$ cat config.mk
export PLATFORM = sky130hd
export DESIGN_NAME = serial_subtractor_flat
export DESIGN_NICKNAME = d
export VERILOG_FILES = /design/src/rtl/serial_subtractor_if.sv /design/src/rtl/serial_subtractor.sv /design/src/flat_wrapper.sv
export SDC_FILE = /design/constraint.sdc
export NUM_CORES = 1
export LEC_CHECK = 0
export CORE_UTILIZATION = 50
export CTS_CLUSTER_DIAMETER = 150
export DETAILED_ROUTE_END_ITERATION = 7
export PLACE_DENSITY = 0.88
export SYNTH_ARGS = -nofsm -noshare
export SYNTH_HDL_FRONTEND = slang
export SYNTH_SLANG_ARGS = --single-unit
$ cat constraint.sdc
create_clock -name clk -period 1.9 [get_ports clk]
set_input_delay 0.38 -clock clk [delete_from_list [all_inputs] [get_ports clk]]
set_output_delay 0.38 -clock clk [all_outputs]
set_load 0.03 [all_outputs]
$ cat src/rtl/serial_subtractor_if.sv
// Start/busy/done handshake and operand/result bundle for the bit-serial subtractor.
interface serial_subtractor_if #(
  parameter int WIDTH = 8
);
  logic             start;
  logic [WIDTH-1:0] a;
  logic [WIDTH-1:0] b;
  logic             busy;
  logic             done;
  logic [WIDTH-1:0] diff;
  logic             borrow;
  logic             zero;

  modport master (
    output start, a, b,
    input  busy, done, diff, borrow, zero
  );

  modport slave (
    input  start, a, b,
    output busy, done, diff, borrow, zero
  );
endinterface

$ cat src/rtl/serial_subtractor.sv
// Bit-serial unsigned subtractor: one full-subtractor cell plus a borrow flop, LSB first.
//   state | meaning
//   IDLE  | waiting for start, previous result held
//   SHIFT | one bit processed per edge, WIDTH edges
//   DONE  | one-cycle done pulse, start ignored
module serial_subtractor #(
  parameter int WIDTH = 8
) (
  input logic           clk,
  input logic           rst,
  serial_subtractor_if.slave bus
);
  localparam int CW = (WIDTH > 1) ? $clog2(WIDTH) : 1;
  localparam logic [CW-1:0] LAST = CW'(WIDTH - 1);

  typedef enum logic [1:0] {IDLE, SHIFT, DONE} state_t;

  state_t           state;
  state_t           state_nxt;
  logic [WIDTH-1:0] sa;
  logic [WIDTH-1:0] sb;
  logic [WIDTH-1:0] res;
  logic [WIDTH-1:0] res_nxt;
  logic [CW-1:0]    cnt;
  logic             bff;
  logic             x;
  logic             y;
  logic             d;
  logic             bout;
  logic             last;

  assign x       = sa[0];
  assign y       = sb[0];
  assign d       = x ^ y ^ bff;
  assign bout    = (~x & y) | (~(x ^ y) & bff);
  assign res_nxt = {d, res[WIDTH-1:1]};
  assign last    = (cnt == LAST);

  always_ff @(posedge clk or posedge rst) begin
    if (rst) state <= IDLE;
    else     state <= state_nxt;
  end

  always_comb begin
    state_nxt = state;
    case (state)
      IDLE:    if (bus.start) state_nxt = SHIFT;
      SHIFT:   if (last)      state_nxt = DONE;
      DONE:    state_nxt = IDLE;
      default: state_nxt = IDLE;
    endcase
  end

  always_comb begin
    bus.busy = (state == SHIFT);
    bus.done = (state == DONE);
  end

  // Datapath; the result registers move only on the SHIFT->DONE edge.
  always_ff @(posedge clk or posedge rst) begin
    if (rst) begin
      sa         <= '0;
      sb         <= '0;
      res        <= '0;
      bff        <= 1'b0;
      cnt        <= '0;
      bus.diff   <= '0;
      bus.borrow <= 1'b0;
      bus.zero   <= 1'b0;
    end else begin
      case (state)
        IDLE: begin
          if (bus.start) begin
            sa  <= bus.a;
            sb  <= bus.b;
            res <= '0;
            bff <= 1'b0;
            cnt <= '0;
          end
        end
        SHIFT: begin
          sa  <= sa >> 1;
          sb  <= sb >> 1;
          res <= res_nxt;
          bff <= bout;
          cnt <= cnt + 1'b1;
          if (last) begin
            bus.diff   <= res_nxt;
            bus.borrow <= bout;
            bus.zero   <= (res_nxt == '0);
          end
        end
        default: ;
      endcase
    end
  end
endmodule

$ cat src/flat_wrapper.sv
// flat-port wrapper written by rule: the top's interface ports become plain ports
module serial_subtractor_flat 
#(
  parameter int WIDTH = 8
)
  (clk, rst, bus_start, bus_a, bus_b, bus_busy, bus_done, bus_diff, bus_borrow, bus_zero);
  serial_subtractor_if #(.WIDTH(WIDTH)) bus_i ();
  input logic clk;
  input logic rst;
  input wire logic [$bits(bus_i.start)-1:0] bus_start;
  input wire logic [$bits(bus_i.a)-1:0] bus_a;
  input wire logic [$bits(bus_i.b)-1:0] bus_b;
  output wire logic [$bits(bus_i.busy)-1:0] bus_busy;
  output wire logic [$bits(bus_i.done)-1:0] bus_done;
  output wire logic [$bits(bus_i.diff)-1:0] bus_diff;
  output wire logic [$bits(bus_i.borrow)-1:0] bus_borrow;
  output wire logic [$bits(bus_i.zero)-1:0] bus_zero;
  assign bus_i.start = bus_start;
  assign bus_i.a = bus_a;
  assign bus_i.b = bus_b;
  assign bus_busy = bus_i.busy;
  assign bus_done = bus_i.done;
  assign bus_diff = bus_i.diff;
  assign bus_borrow = bus_i.borrow;
  assign bus_zero = bus_i.zero;
  serial_subtractor #(.WIDTH(WIDTH)) u_core (.clk(clk), .rst(rst), .bus(bus_i));
endmodule
== Yosys cells after proc, flatten, opt, wreduce, memory -nomap -nowiden ==
Cells that the tools add are included.
Widths: inputs -> output; s select.

* Mux-type cells: 13
* Reduce and logical (&&, ||, !) cells: 6
* Bitwise gates (word level): 7
* Equal/unequal tests: 5
* Add/subtract/negate cells: 1

{| class="wikitable"
|+ Operators with widths
! cell !! count
|-
| $pmux 8 s2 || 3
|-
| $mux 8 || 3
|-
| $logic_not 8->1 || 1
|-
| $pmux 3 s2 || 1
|-
| $reduce_and 2->1 || 3
|-
| $mux 2 || 2
|-
| $pmux 2 s2 || 1
|-
| $add 3x1->3 const B || 1
|-
| $eq 3x3->1 const B || 1
|-
| $mux 3 || 1
|-
| $and 1x1->1 || 2
|-
| $eq 2x1->1 const B || 1
|-
| $eq 2x2->1 const B || 1
|-
| $logic_not 2->1 || 1
|-
| $ne 2x1->1 const B || 1
|-
| $ne 2x2->1 const B || 1
|-
| $not 1->1 || 2
|-
| $pmux 1 s2 || 1
|-
| $reduce_bool 2->1 || 1
|-
| $xor 1x1->1 || 2
|-
| $mux 1 || 1
|-
| $or 1x1->1 || 1
|}

* Bits in registers: 40
* Output and inout port bits: 12
* Logic and storage cells: 41

== Logic depth before layout (Yosys ltp) ==
* Depth after elaboration: 5
* Gate-level depth with buffers: 6
* Depth with buffers taken out: 5

== Worst setup path after synthesis ==
No wires, ideal clock.

* Path type: reg-to-output
* Start point: register u_core.state[0]
* End point: output bus_done
* Slack: 0.362 ns
* Stages on the path, launching flop included: 4
* Arrival: 1.158 ns
* Cells stage by stage: dfrtp_1 buf_6 buf_2 nor2b_1

* Cells in the longest elaborated chain, start to end: 1

{| class="wikitable"
|+ Ends and longest elaborated chain
! item !! RTL line !! RTL
|-
| start, declared || serial_subtractor.sv:18 || <nowiki>state_t state;</nowiki>
|-
| start signal, assigned || serial_subtractor.sv:41 || <nowiki>else state <= state_nxt;</nowiki>
|-
| $eq 2x2->1 || serial_subtractor.sv:56 || <nowiki>bus.done = (state == DONE);</nowiki>
|-
| end, declared || flat_wrapper.sv:14 || <nowiki>output wire logic [$bits(bus_i.done)-1:0] bus_done;</nowiki>
|}

Every way passes these cells.

== Final worst setup path ==
* Start point: register u_core.state[1]
* End point: output bus_busy

* Cells in the longest elaborated chain, start to end: 1

{| class="wikitable"
|+ Ends and longest elaborated chain
! item !! RTL line !! RTL
|-
| $eq 2x1->1 || serial_subtractor.sv:55 || <nowiki>bus.busy = (state == SHIFT);</nowiki>
|-
| end, declared || flat_wrapper.sv:13 || <nowiki>output wire logic [$bits(bus_i.busy)-1:0] bus_busy;</nowiki>
|}

Every way passes these cells.

==> results.json <==
{
  "cts-root-buf": "clkbuf_4",
  "start_util_pct": 53.67,
  "design_area_um2": 2071,
  "placement.io_buffers": 30,
  "ys_seq_elements": 39,
  "n_antenna_cell": 0,
  "num_vias": 1170,
  "viasPerCell": 5.493,
  "ys_seq_area_share_pct": 58.60,
  "maxCapViolCount": 0,
  "grt_max_degree": 40,
  "die_area_um2": 3565,
  "numCtsBuffers": 5,
  "fin_skew_ns": 0.009397,
  "dpl.hpwl_um": 2066,
  "num_io_pins": 31,
  "die_w_um": 59.71,
  "dr.pass1.iters": 4,
  "hold_viol": 0,
  "rsz0062_at_grt": "false",
  "syn-cell-area_um2": 1665,
  "clockBufferDepth": 2,
  "synth_cells": 133,
  "ys_warn_count": 0,
  "path_clk_slew_ns": 0.12,
  "clkSinkCount": 39,
  "grt_usage_pct": 20.89,
  "overflow": 0,
  "grt_pass1_wl_um": 5423,
  "r2r-start": "u_core.cnt[0]$_DFFE_PP0P_",
  "synth_top_family_by_area": "compound AO/OA/AOI/OAI gates",
  "wl_um": 2940,
  "post_dp_cell_area_um2": 1983,
  "slew_headroom_pct": 68.69,
  "slew_violations": 0,
  "drcViolationCount": 0,
  "synthDistinctLibCells": 23,
  "ant_nets": 0,
  "wl_per_cell_um": 13.80,
  "drtIter0Drc": 29,
  "arrival_ns": 1.40,
  "synth_compound_area_share_pct": 18.93,
  "setup_viol": 0,
  "hp-class": "primary input to asynchronous set/reset pin",
  "clock_latency_ns": 0.34,
  "synth-adder-area-share_pct": 2.705,
  "syn-num-nets": 155,
  "critPathCaptureType": "output port",
  "fp.dieH_um": 59.71,
  "drive_above_1_share_pct": 14.20,
  "nets": 190,
  "post-route-min-period_ns": 1.779,
  "critPathLaunch": "u_core.state[1]$_DFFE_PP0P_",
  "status": "finished clean",
  "fin_crit_sh_pct": 93.62,
  "p_leak_uw": 0.0009492,
  "synth-xor-area-share_pct": 0,
  "num_rows": 20,
  "max_freq_mhz": 562.2,
  "grt_antenna_before_repair": 0,
  "muxShareOfSynthArea_pct": 6.536,
  "coreArea_um2": 3103,
  "first_global_vias": 1213,
  "dp_cells": 204,
  "power.density_nw_per_um2": 1564,
  "yosys.area_share.simple_pct": 8.189,
  "cp.required_ns": 1.52,
  "max-vdd-ir-drop_mv": 0.7799,
  "final_cells": 213,
  "tightest_slew_ns": 0.4696,
  "cts_hold_buf": 0,
  "finalSetupTns_ns": 0,
  "synthToLayoutAreaGrowth_pct": 24.34,
  "gp_congestion": 0.7362,
  "cts_tree": "built",
  "postSynthAreaPerCell_um2": 12.52,
  "crit_type": "register to output port",
  "worstSetupStartpointType": "register",
  "htree_levels": 2,
  "worstPathMaxFanout": 18
}
-- worst max-delay path, stage by stage, from the launching register on --
cell      delay [ns]
dfrtp_1         0.40
buf_4           0.20
nand2b_1        0.21
inv_2           0.10
buf_4           0.16
-- synthesized netlist by cell type --
| library cell | count | area share [%] |
|---|---|---|
| inv_2 | 2 | 0.45 |
| ha_1 | 2 | 1.5 |
| buf_2 | 1 | 0.30 |
| buf_4 | 1 | 0.45 |
| nor2b_4 | 1 | 0.83 |
| buf_8 | 1 | 0.90 |
| a22o_1 | 11 | 5.8 |
| nor2b_1 | 2 | 0.75 |
| nand3b_4 | 1 | 1.2 |
| buf_6 | 3 | 2.0 |
| mux2_1 | 3 | 2.0 |
| clkbuf_1 | 1 | 0.23 |
| nor4_1 | 2 | 0.75 |
| a21oi_1 | 1 | 0.30 |
| dfrtp_1 | 39 | 59 |
| o21ai_1 | 18 | 5.4 |
| mux2_4 | 5 | 4.5 |
| nand2b_1 | 1 | 0.38 |
| o21bai_4 | 1 | 1.1 |
| nand2_1 | 19 | 4.3 |
| fa_1 | 1 | 1.2 |
| inv_1 | 3 | 0.68 |
| a22oi_1 | 14 | 6.3 |
-- registers in the layout, indices dropped and copies added (netlist names) --
register and flops:
u_core.bff 1, u_core.bus.borrow 1, u_core.bus.diff 8, u_core.bus.zero 1, u_core.cnt 3, u_core.res 7
u_core.sa 8, u_core.sb 8, u_core.state 2
-- layout by cell type, fill, tap and decap left out --
master and count:
o21bai_4 1, dfrtp_1 39, nand2_1 19, clkdlybuf4s50_1 28, clkbuf_4 5, fa_1 1, ha_1 2, dlygate4sd2_1 1
clkinv_4 1, mux2_4 5, clkinv_2 1, nor2b_1 2, bufinv_16 1, a22oi_1 14, nor4_1 2, a22o_1 11
inv_2 2, mux2_1 3, nor2b_4 1, inv_1 3, o21ai_1 18, nand3b_4 1, a21oi_1 1, buf_4 6
nand2b_1 1
-- metrics by stage --
stage | hold WS [ns] | util [%] | worst slack [ns] | power [uW]
2_1_floorplan | 0.4536 | - | 0.3620 | 2319
3_3_place_gp | 0.4686 | 63.91 | 0.2405 | 2634
3_5_place_dp | 0.4766 | 63.91 | 0.1779 | 2702
4_1_cts | 0.4444 | 66.73 | 0.08986 | 3275
5_1_grt | 0.4446 | 66.73 | 0.02942 | 3492
6_report | 0.4459 | 66.73 | 0.1213 | 3239
-- worst paths after layout --
check / depth (start not counted) / slack [ns] / to
setup / recovery: 4 / 0.12 / bus_busy
hold / removal: 3 / 0.45 / u_core.res[3]$_DFFE_PP0P_
setup reg to reg: 4 / 0.39 / u_core.bus.diff[6]$_DFFE_PP0P_
hold reg to reg: 2 / 0.50 / u_core.bff$_DFFE_PP0P_
max in group asynchronous: 3 / 1.13 / u_core.sa[1]$_DFFE_PP0P_
min in group clk: 2 / 0.50 / u_core.bff$_DFFE_PP0P_
-- cell type report --
cell class / instances / area (um^2)
clock buffers: 5 / 37.54
well taps: 44 / 55.05
flip-flops and latches: 39 / 975.9
inverters: 5 / 18.77
repair buffers: 35 / 334.1
multi-input cells: 82 / 605.6
fillers: 254 / 1032
clock inverters: 3 / 43.79
-- repair_timing --
item | CTS | global route
endpoints found under the setup margin | 2 | 0
gates resized for setup | 1 | 0
endpoints found under the hold margin | 0 | 0
setup buffers | 1 | 0
-- metal layers --
metal,part of all wire [%],routed length (um),GRT usage [%]
met1,44,1301,26.41
met3,6.3,184,7.359
met4,0,0,5.980
met5,0,0,0
met2,49,1454,33.97
-- where the power goes --
group	total (uW)	switching [uW]	internal [uW]	leakage, uW
registers	1380	218	1160	0.000505
clock network	547	270	277	0.0000452
logic	1320	682	634	0.000399
total	3240	1170	2070	0.000949
-- cells by family after synthesis --
family	count (synthesis)
flip-flops	39
AND/OR/NAND/NOR	26
buffers and inverters	12
adder cells (fa/ha/maj)	3
AO/OA/AOI/OAI	45
multiplexers	8
Note: power is estimated with default switching activity, not from simulation.
